## src/rtl/mario_pkg.sv

```systemverilog
// mario_pkg
// Shared constants for the Mario game world: coordinate widths (also used by
// the VGA renderer), world limits, sprite size, sprite frame IDs and the
// ground/air motion state type.
// No ports; import with "import mario_pkg::*;".

package mario_pkg;

   // Coordinate and ID widths shared with the renderer
   localparam int X_W  = 11;
   localparam int Y_W  = 10;
   localparam int ID_W = 6;
   localparam int VY_W = 6;

   // World geometry
   localparam int START_X  = 64;
   localparam int GROUND_Y = 896;
   localparam int X_MAX    = 2015;
   localparam int SPRITE_W = 32;

   // Sprite frame IDs; left-facing frames sit ID_LEFT_OFS above right-facing ones
   localparam logic [ID_W-1:0] ID_STAND    = 6'd0;
   localparam logic [ID_W-1:0] ID_WALK1    = 6'd1;
   localparam logic [ID_W-1:0] ID_WALK2    = 6'd2;
   localparam logic [ID_W-1:0] ID_WALK3    = 6'd3;
   localparam logic [ID_W-1:0] ID_JUMP     = 6'd4;
   localparam logic [ID_W-1:0] ID_LEFT_OFS = 6'd8;

   typedef enum logic {
      ST_GROUND = 1'b0,
      ST_AIR    = 1'b1
   } move_state_t;

endpackage

```

## src/rtl/mario_world_tick_gen.sv

```systemverilog
// tick_gen
// Free-running prescaler that produces a one-clock pulse every DIV clocks.
// Ports:
//   i_clk  - system clock
//   i_rst  - synchronous active-high reset, counter returns to 0
//   o_tick - high during the cycle where the counter holds DIV-1

module tick_gen #(
   parameter int DIV = 4
)(
   input  logic i_clk,
   input  logic i_rst,
   output logic o_tick
);

   localparam int CW = (DIV > 1) ? $clog2(DIV) : 1;
   localparam logic [CW-1:0] LAST = CW'(DIV - 1);

   logic [CW-1:0] r_count;

   // Counter walks 0..DIV-1 and wraps; reset restarts the phase so the
   // first tick after reset lands DIV clocks later.
   always_ff @(posedge i_clk) begin
      if (i_rst) begin
         r_count <= '0;
      end else if (r_count == LAST) begin
         r_count <= '0;
      end else begin
         r_count <= r_count + CW'(1);
      end
   end

   assign o_tick = (r_count == LAST);

endmodule

```

## src/rtl/mario_world.sv

```systemverilog
// mario_world
// Physics and animation core: turns jump/left/right button levels into
// Mario's position, sprite frame and rising flag, advanced once per physics
// tick. All outputs come straight from registers and only change on the
// clock edge that ends a tick cycle.
// Ports:
//   i_clk, i_rst          - system clock, synchronous active-high reset
//   i_jump/i_left/i_right - button levels, sampled on tick cycles
//   o_mario_x             - sprite left edge, world coordinates
//   o_mario_y             - sprite top edge, screen coordinates
//   o_mario_id            - frame ID including facing offset
//   o_m_id                - base frame ID
//   o_rising              - high while vertical velocity is negative

module mario_world
   import mario_pkg::*;
#(
   parameter int TICK_DIV   = 1000000,
   parameter int WALK_SPEED = 2,
   parameter int JUMP_V     = 12,
   parameter int GRAVITY    = 1,
   parameter int MAX_FALL   = 12,
   parameter int ANIM_DIV   = 4
)(
   input  logic            i_clk,
   input  logic            i_rst,
   input  logic            i_jump,
   input  logic            i_left,
   input  logic            i_right,
   output logic [X_W-1:0]  o_mario_x,
   output logic [Y_W-1:0]  o_mario_y,
   output logic [ID_W-1:0] o_mario_id,
   output logic [ID_W-1:0] o_m_id,
   output logic            o_rising
);

   localparam int AW = (ANIM_DIV > 1) ? $clog2(ANIM_DIV) : 1;
   localparam logic [AW-1:0] ANIM_LAST = AW'(ANIM_DIV - 1);

   logic                   w_tick;
   move_state_t            r_state, w_nextState;
   logic [X_W-1:0]         r_x, w_x;
   logic [Y_W-1:0]         r_y, w_y;
   logic signed [VY_W-1:0] r_vy, w_vy;
   logic                   r_facingLeft, w_facingLeft;
   logic [ID_W-1:0]        r_frame, w_frame;
   logic [AW-1:0]          r_animCnt, w_animCnt;

   logic                   w_rightOnly, w_leftOnly, w_moving;
   logic [X_W:0]           w_xPlus;
   logic signed [X_W-1:0]  w_ySum;
   logic signed [VY_W:0]   w_vyPlus;
   logic signed [VY_W-1:0] w_vyFall;

   tick_gen #(
      .DIV(TICK_DIV)
   ) u_tickGen (
      .i_clk (i_clk),
      .i_rst (i_rst),
      .o_tick(w_tick)
   );

   assign w_rightOnly = i_right & ~i_left;
   assign w_leftOnly  = i_left & ~i_right;
   assign w_moving    = i_right ^ i_left;

   // One bit of headroom so the right-edge clamp sees the overshoot
   assign w_xPlus = {1'b0, r_x} + (X_W+1)'(WALK_SPEED);

   // y + vy in 11-bit signed so both the ceiling (negative) and the
   // ground (>= GROUND_Y) crossings are visible
   assign w_ySum = $signed({{(X_W-Y_W){1'b0}}, r_y})
                 + $signed({{(X_W-VY_W){r_vy[VY_W-1]}}, r_vy});

   // Gravity applied in one extra bit, then limited to terminal velocity
   assign w_vyPlus = $signed({r_vy[VY_W-1], r_vy}) + $signed((VY_W+1)'(GRAVITY));
   assign w_vyFall = (w_vyPlus > $signed((VY_W+1)'(MAX_FALL))) ? VY_W'(MAX_FALL)
                                                               : w_vyPlus[VY_W-1:0];

   // State register: everything moves together on the edge ending a tick
   // cycle; reset wins at any time, including mid-jump.
   always_ff @(posedge i_clk) begin
      if (i_rst) begin
         r_state      <= ST_GROUND;
         r_x          <= X_W'(START_X);
         r_y          <= Y_W'(GROUND_Y);
         r_vy         <= '0;
         r_facingLeft <= 1'b0;
         r_frame      <= ID_STAND;
         r_animCnt    <= '0;
      end else begin
         r_state      <= w_nextState;
         r_x          <= w_x;
         r_y          <= w_y;
         r_vy         <= w_vy;
         r_facingLeft <= w_facingLeft;
         r_frame      <= w_frame;
         r_animCnt    <= w_animCnt;
      end
   end

   // Next-state logic: holds everything between ticks; on a tick it applies
   // walking, the ground/air state machine and the walk-cycle animation.
   always_comb begin
      w_nextState  = r_state;
      w_x          = r_x;
      w_y          = r_y;
      w_vy         = r_vy;
      w_facingLeft = r_facingLeft;
      w_frame      = r_frame;
      w_animCnt    = r_animCnt;

      if (w_tick) begin
         if (w_rightOnly) begin
            w_x          = (w_xPlus > (X_W+1)'(X_MAX)) ? X_W'(X_MAX) : w_xPlus[X_W-1:0];
            w_facingLeft = 1'b0;
         end else if (w_leftOnly) begin
            w_x          = (r_x < X_W'(WALK_SPEED)) ? '0 : r_x - X_W'(WALK_SPEED);
            w_facingLeft = 1'b1;
         end

         case (r_state)
            ST_GROUND: begin
               // Launch leaves y alone; the first move happens next tick
               if (i_jump) begin
                  w_vy        = VY_W'(-JUMP_V);
                  w_nextState = ST_AIR;
               end
            end
            ST_AIR: begin
               if (w_ySum[X_W-1]) begin
                  w_y  = '0;
                  w_vy = '0;
               end else if (w_ySum >= $signed(X_W'(GROUND_Y))) begin
                  w_y         = Y_W'(GROUND_Y);
                  w_vy        = '0;
                  w_nextState = ST_GROUND;
               end else begin
                  w_y  = w_ySum[Y_W-1:0];
                  w_vy = w_vyFall;
               end
            end
            default: w_nextState = ST_GROUND;
         endcase

         // Frame follows the post-tick state; entering a walk from stand or
         // from the air always starts at WALK1 with a fresh frame timer.
         if (w_nextState == ST_AIR) begin
            w_frame   = ID_JUMP;
            w_animCnt = '0;
         end else if (!w_moving) begin
            w_frame   = ID_STAND;
            w_animCnt = '0;
         end else if ((r_frame == ID_STAND) || (r_frame == ID_JUMP)) begin
            w_frame   = ID_WALK1;
            w_animCnt = '0;
         end else if (r_animCnt == ANIM_LAST) begin
            w_animCnt = '0;
            w_frame   = (r_frame == ID_WALK3) ? ID_WALK1 : r_frame + ID_W'(1);
         end else begin
            w_animCnt = r_animCnt + AW'(1);
         end
      end
   end

   assign o_mario_x  = r_x;
   assign o_mario_y  = r_y;
   assign o_m_id     = r_frame;
   assign o_mario_id = r_frame + (r_facingLeft ? ID_LEFT_OFS : '0);
   assign o_rising   = r_vy[VY_W-1];

endmodule

```

## config.mk

```make
export PLATFORM = sky130hd
export DESIGN_NAME = mario_world
export DESIGN_NICKNAME = d
export VERILOG_FILES = /design/src/rtl/mario_pkg.sv /design/src/rtl/mario_world_tick_gen.sv /design/src/rtl/mario_world.sv
export SDC_FILE = /design/constraint.sdc
export NUM_CORES = 1
export LEC_CHECK = 0
export ABC_AREA = 1
export CAP_MARGIN = 30
export CORE_UTILIZATION = 56
export DETAILED_ROUTE_END_ITERATION = 6
export GPL_TIMING_DRIVEN = 0
export PLACE_DENSITY_LB_ADDON = 0.12
export SETUP_SLACK_MARGIN = 0.2
export SYNTH_ARGS = -nofsm -noshare
export SYNTH_HDL_FRONTEND = slang
export SYNTH_SLANG_ARGS = --single-unit
```

## constraint.sdc

```tcl
create_clock -name i_clk -period 2.7 [get_ports i_clk]
set_input_delay 0.54 -clock i_clk [delete_from_list [all_inputs] [get_ports i_clk]]
set_output_delay 0.54 -clock i_clk [all_outputs]
set_load 0.01 [all_outputs]
```

==> out/metrics.csv, run 1 <==
metric;value;unit
syn_nets;605;
vias in the first global route;3630;
post-placement worst setup slack;-0.000272;ns
H-tree levels;3;
cts hold-fix bufs;0;
drt first pass iters;5;
outcome;complete, no violations;
internal power;1.50;mW
CTS Buf Count;9;
total core area;6530;um2
RSZ-0062 raised after global routing;no;
Worst R2R Path Depth;15;
Worst Path Arrival;2.66;ns
Critical Path Sink Type;register;
Clock Skews;0.0102;ns
Routed WL per cell;13.4;um
Clock Tree Buf Depth;2;
r2r startpoint;r_vy[0]$_SDFFE_PP0P_;
Distinct cells, synth;49;
CTS sink cnt;57;
initial antenna violation count;0;
RD Place Congestion;0.898;
post-synth top area share;29.4;%
cells after synthesis;578;
highest-count cells in the layout ignoring fill and taps;nand2_1, inv_1, dfxtp_1;
slack of the critical path;0.317;ns
Routed Antenna Nets;0;
Max FO, Critical Path;7;
GRT Residual Overflow;0;
crit path time final;2.38;ns
flop-to-flop setup slack;0.32;ns
WP data required;2.98;ns
Yosys reg bits;57;
mean area per synthesized cell;6.72;um2
Worst-Skew Late Latency;0.34;ns
fin. max-slew vios;0;
Clock Tree Root;clkbuf_8;
top cells by area, synth;dfxtp_1, nand2_1, inv_1, ha_1, nand3_1;
Die ar.;7280;um2
share of post-route cells with drive strength above 1;11.9;%
sequential area share after synthesis;29.4;%
Least-Margin Pin Slew;0.550;ns
Die Width;85.3;um
Initial Util;59.5;%
Vert. Die Dim;85.3;um
Inserted Diodes;0;
sequential power share;44.3;%
leakage;2.04;nW
Initial DRC Count;240;
Gate power share;3.3;%
routed wire length;9.54;mm
Vias/cell;5.57;
first-pass GRT wire length;16.0;mm
HP Start;u_tickGen.r_count[0]$_SDFF_PP0_;
hold endpoint;u_tickGen.r_count[0]$_SDFF_PP0_;
Sw Ratio;21.6;%
I/O Pins;39;
Rel. slew slack;63.3;%
largest net degree at the start of global routing;11;
Layout Nets;659;
post-DP HPWL;6.87;mm
row cnt;29;
kind of critical path;reg -> reg;
Setup-failing EPs final;0;
Net Switching;413;uW
final period utilization;88.3;%
area delta synth->final;20.4;%
worst hold path cell count;1;
IO buf count;38;
Critical path origin;r_vy[0]$_SDFFE_PP0P_;
fmax;420;MHz
Synth Warn #;0;
Max IR drop VDD;272;uV
post-synth top area cell;dfxtp_1;
FF-to-FF End;o_m_id[3]$_SDFFE_PP0P_;
remaining design rule violation count;0;
PD cells;408;nW/um2
synthesized cell area;3890;um2
gr usage total;27.3;%
CTS clock-pin slew for the worst setup and hold paths;0.07;ns
MaxCap Viol Count;0;
Hold/Removal Path Class;reg -> reg;
Critical Path Start Type;register;
clock group share of total power;52.4;%
final hold vios;0;
CTS tree;built;
vias post-DR;3974;
most common cell after layout, fill and taps aside;nand2_1;
Total Power;1.91;mW
## layout make-up
cell class                 count  area (um2)
buffer                        11        61.3
clock buffer                  10         138
tap                           77        96.3
clock inverter                 6         105
sequential                    57        1150
inverter                      86         323
multi-input combinational    425        2400
fill                         572        1850
timing repair buffer          42         410
## synthesized netlist by cell type (all sizes together)
master	count
o211a	1
nor4	4
xor2	14
clkbuf	3
a221oi	1
a31oi	5
a22oi	1
ha	21
nand3	52
dfxtp	57
nor3	10
inv	85
fa	1
nand3b	3
buf	8
o22ai	2
o21bai	2
o31ai	1
nor2	63
nor3b	2
a211oi	1
nand2	133
o21ai	29
or2	8
nand4	20
a41oi	1
xnor2	4
o211ai	5
a21oi	39
a31o	1
clkinv	1
## registers in the layout, summed over array words and instances (netlist names)
name,cells
o_mario_y,10
u_tickGen.r_count,20
o_m_id,6
r_animCnt,2
r_state,1
r_vy,6
r_facingLeft,1
o_mario_x,11
## worst max-delay path, stage by stage, from the launching register on
cell and delay, ns:
dfxtp_4 0.39, ha_4 0.15, inv_1 0.05, fa_2 0.42
o21ai_2 0.16, nand3_2 0.09, nand3b_1 0.09, nand2_1 0.11
nor2_4 0.19, nand4_4 0.12, nand2_4 0.14, buf_4 0.12
nand2_1 0.04, nand3_1 0.08, nand2_1 0.06, nor2_1 0.11
## per-stage QoR
| stage | TNS [ns] | hold slack [ns] | cells | utilization, % | cell area (um2) |
|---|---|---|---|---|---|
| floorplan | 0 | 0.418 | 578 | - | 3890 |
| global placement | 0 | 0.429 | 693 | 66.8 | 4360 |
| detailed placement | -0.000272 | 0.447 | 693 | 66.8 | 4360 |
| CTS | 0 | 0.459 | 709 | 70.7 | 4620 |
| global route | 0 | 0.480 | 714 | 71.7 | 4680 |
| finish | 0 | 0.454 | 714 | 71.7 | 4680 |
## worst max-delay path by stage
stage	end	slack, ns
5_1_grt	o_m_id[4]$_SDFFE_PP0P_	0.20
4_1_cts	o_m_id[3]$_SDFFE_PP0P_	0.25
2_1_floorplan	o_m_id[0]$_SDFFE_PP0P_	0.44
6_report	o_m_id[3]$_SDFFE_PP0P_	0.32
3_3_place_gp	r_vy[0]$_SDFFE_PP0P_	0.05
3_5_place_dp	r_vy[0]$_SDFFE_PP0P_	-0.0003
## what timing repair did
action                     in CTS  in global routing
setup endpoints to repair      11                  9
pin swaps                       0                  4
setup buffers                   0                  4
gates cloned                    0                  1
gates resized for setup         3                  7
## logic make-up (layout without fill, tap and decap cells)
| kind of cell | count (synthesis) | in the layout | synth area share (%) |
|---|---|---|---|
| and+or+nand+nor | 295 | 296 | 36.5 |
| buffers and inverters | 97 | 155 | 9.88 |
| AOI/OAI and AO/OA | 89 | 89 | 12.9 |
| DFF | 57 | 57 | 29.4 |
| adders and majority gates | 22 | 22 | 7.28 |
| xor gates and xnor gates | 18 | 18 | 4.06 |
## power groups by stage
stage                     logic [mW]  registers, mW  clock network [mW]
after CTS                     0.0593          0.846                1.01
after floorplan               0.0380          0.865                   0
after global placement        0.0582          0.865                   0
after global routing          0.0699          0.845                1.05
final                         0.0627          0.845                1.00
after detailed placement      0.0590          0.866                   0
## routing by layer
layer	GRT usage (%)	share of wire (%)	vias up
li1	-	-	2011
met1	33.7	44	1802
met2	47.9	48	135
met3	5.54	5.6	26
met4	8.64	2.2	0
met5	0	0	-
No activity file was read; power rests on OpenSTA's default activity.
==> inputs of run 2 (changes only) <==
Settings changed: CORE_MARGIN set to 4, CORE_UTILIZATION 56 to 37.
==> out/metrics.csv, run 2 (synthesized netlist as in run 1, its figures left out) <==
metric;value;unit;change
Max IR drop VDD;197;uV;-28%
Hold/Removal Path Class;reg -> reg;;
Setup-failing EPs final;0;;unchanged
fin. max-slew vios;0;;unchanged
total core area;10300;um2;+57%
WP data required;2.94;ns;-0.04 ns
Initial DRC Count;136;;-43%
Vert. Die Dim;110;um;+30%
vias post-DR;3820;;-3.9%
routed wl met2;4.31;mm;-6.1%
CTS sink cnt;57;;unchanged
met1 WL;4.73;mm;+13%
leakage;2.03;nW;-0.58%
vias in the first global route;3632;;+0.055%
fmax;428;MHz;+2.1%
drt first pass iters;5;;unchanged
Critical Path Start Type;register;;
Top Metal Used;met4;;
largest net degree at the start of global routing;12;;+1
I/O Pins;39;;unchanged
RD Place Congestion;0.827;;-7.9%
Crit path max-delay family;simple AND/OR/NAND/NOR gates;;
area delta synth->final;22.4;%;
final hold vios;0;;unchanged
Least-Margin Pin Slew;0.505;ns;-0.0444 ns
IO buf count;38;;unchanged
post-placement worst setup slack;-0.00511;ns;-0.00484 ns
placed cell areas;4440;um2;+1.7%
worst path cell trace;ha_4 -> inv_1 -> fa_2 -> o21ai_2 -> nand3_2 -> nand3b_1 -> nand2_2 -> nor2_4 -> nand4_4 -> nand2_4 -> inv_1 -> nor2_1 -> nand3_1 -> nand2_1 -> nor2_1;;
row cnt;37;;+28%
Initial Util;37.8;%;-22 points
Die Width;110;um;+30%
Critical Path Sink Type;register;;
routed wire length;9.66;mm;+1.3%
H-tree levels;3;;unchanged
crit path time final;2.33;ns;-0.0492 ns
slack of the critical path;0.366;ns;+0.0492 ns
Worst-Skew Late Latency;0.35;ns;about the same
MaxCap Viol Count;0;;unchanged
fin area;4760;um2;+1.6%
GRT Residual Overflow;0;;unchanged
initial antenna violation count;0;;unchanged
outcome;complete, no violations;;
largest reg by FF count;u_tickGen.r_count;;
Max FO, Critical Path;6;;-1
Worst Path Arrival;2.58;ns;-0.08 ns
met3 wire len;430;um;-19%
flop-to-flop setup slack;0.37;ns;+0.05 ns
critical path's slowest cell;dfxtp_4;;
highest-count cells in the layout ignoring fill and taps;nand2_1, inv_1, dfxtp_1;;
final period utilization;86.4;%;-1.8 points
post-DP HPWL;7.31;mm;+6.4%
kind of critical path;reg -> reg;;
Inserted Diodes;0;;unchanged
most common cell after layout, fill and taps aside;nand2_1;;
first-pass GRT wire length;16.9;mm;+5.6%
Critical path origin;r_vy[0]$_SDFFE_PP0P_;;
Die ar.;12200;um2;+68%
Routed Antenna Nets;0;;unchanged
WP buf/inv;2;;unchanged
Clock Tree Buf Depth;2;;unchanged
Layout Nets;659;;unchanged
Rel. slew slack;66.3;%;+3.0 points
PD cells;398;nW/um2;-2.4%
slowest cell delay on critical path;0.39;ns;-0.03 ns
HP Start;u_tickGen.r_count[0]$_SDFF_PP0_;;
CTS clock-pin slew for the worst setup and hold paths;0.07;ns;about the same
Largest register FFs;20;;unchanged
share of post-route cells with drive strength above 1;12.1;%;+0.16 points
RSZ-0062 raised after global routing;yes;;
r2r startpoint;r_vy[0]$_SDFFE_PP0P_;;
Routed WL per cell;12.5;um;-6.4%
CTS Buf Count;9;;unchanged
CTS tree;built;;
gr usage total;16.5;%;-11 points
Vias/cell;4.94;;-11%
Clock Skews;0.00837;ns;-0.00185 ns
Clock Tree Root;clkbuf_8;;
remaining design rule violation count;0;;unchanged
==> run 2: cell types whose count changed in the layout (fill, tap and decap cells not counted) <==
cell        change
clkbuf_8        -1
clkinv_2        -2
clkinv_4        +1
clkinvlp_4      +2
nand2_1         -1
nand2_2         +1
==> run 2: layout make-up <==
cell class              instances  area (um2)
plain buffers                  11        61.3
well taps                     136         170
clock buffers                   9         124
inverters                      86         323
multi-input cells             425        2400
fillers                      1079        5520
flip-flops and latches         57        1150
repair buffers                 42         410
clock inverters                 7         119
==> run 2: worst paths after layout <==
path,to,cells after the start
min,u_tickGen.r_count[0]$_SDFF_PP0_,1
max,o_m_id[2]$_SDFFE_PP0P_,15
min reg2reg,u_tickGen.r_count[0]$_SDFF_PP0_,1
max reg2reg,o_m_id[2]$_SDFFE_PP0P_,15
==> run 2: metrics by stage <==
| stage | setup TNS (ns) | hold WS [ns] | cells | util, % | power (mW) |
|---|---|---|---|---|---|
| final | 0 | 0.445 | 773 | 46.3 | 1.89 |
| after CTS | 0 | 0.454 | 768 | 45.7 | 1.92 |
| after floorplan | 0 | 0.418 | 578 | - | 0.903 |
| after detailed placement | -0.00511 | 0.438 | 752 | 43.2 | 0.926 |
| after global placement | -0.0175 | 0.428 | 752 | 43.2 | 0.926 |
| after global routing | 0 | 0.480 | 773 | 46.3 | 1.97 |
==> run 2: repair_timing <==
item                                    CTS  global route
hold endpoints to repair                  0             0
gates resized for setup                   4             7
hold buffers                              0             0
endpoints found under the setup margin   20            12
buffers inserted                          0             4
gates cloned                              0             1
pin swaps                                 0             4
==> run 2: per-layer routing <==
layer	global-route usage [%]	vias to the layer above
li1	-	2008
met1	21.5	1721
met2	26.8	77
met3	3.12	14
met4	6.73	0
met5	0	-
==> run 2: report_power, final <==
group | internal [mW] | leakage (nW) | switching, mW
combinational | 0.0183 | 1.46 | 0.0436
clock | 0.612 | 0.115 | 0.374
sequential | 0.843 | 0.462 | 0.00215
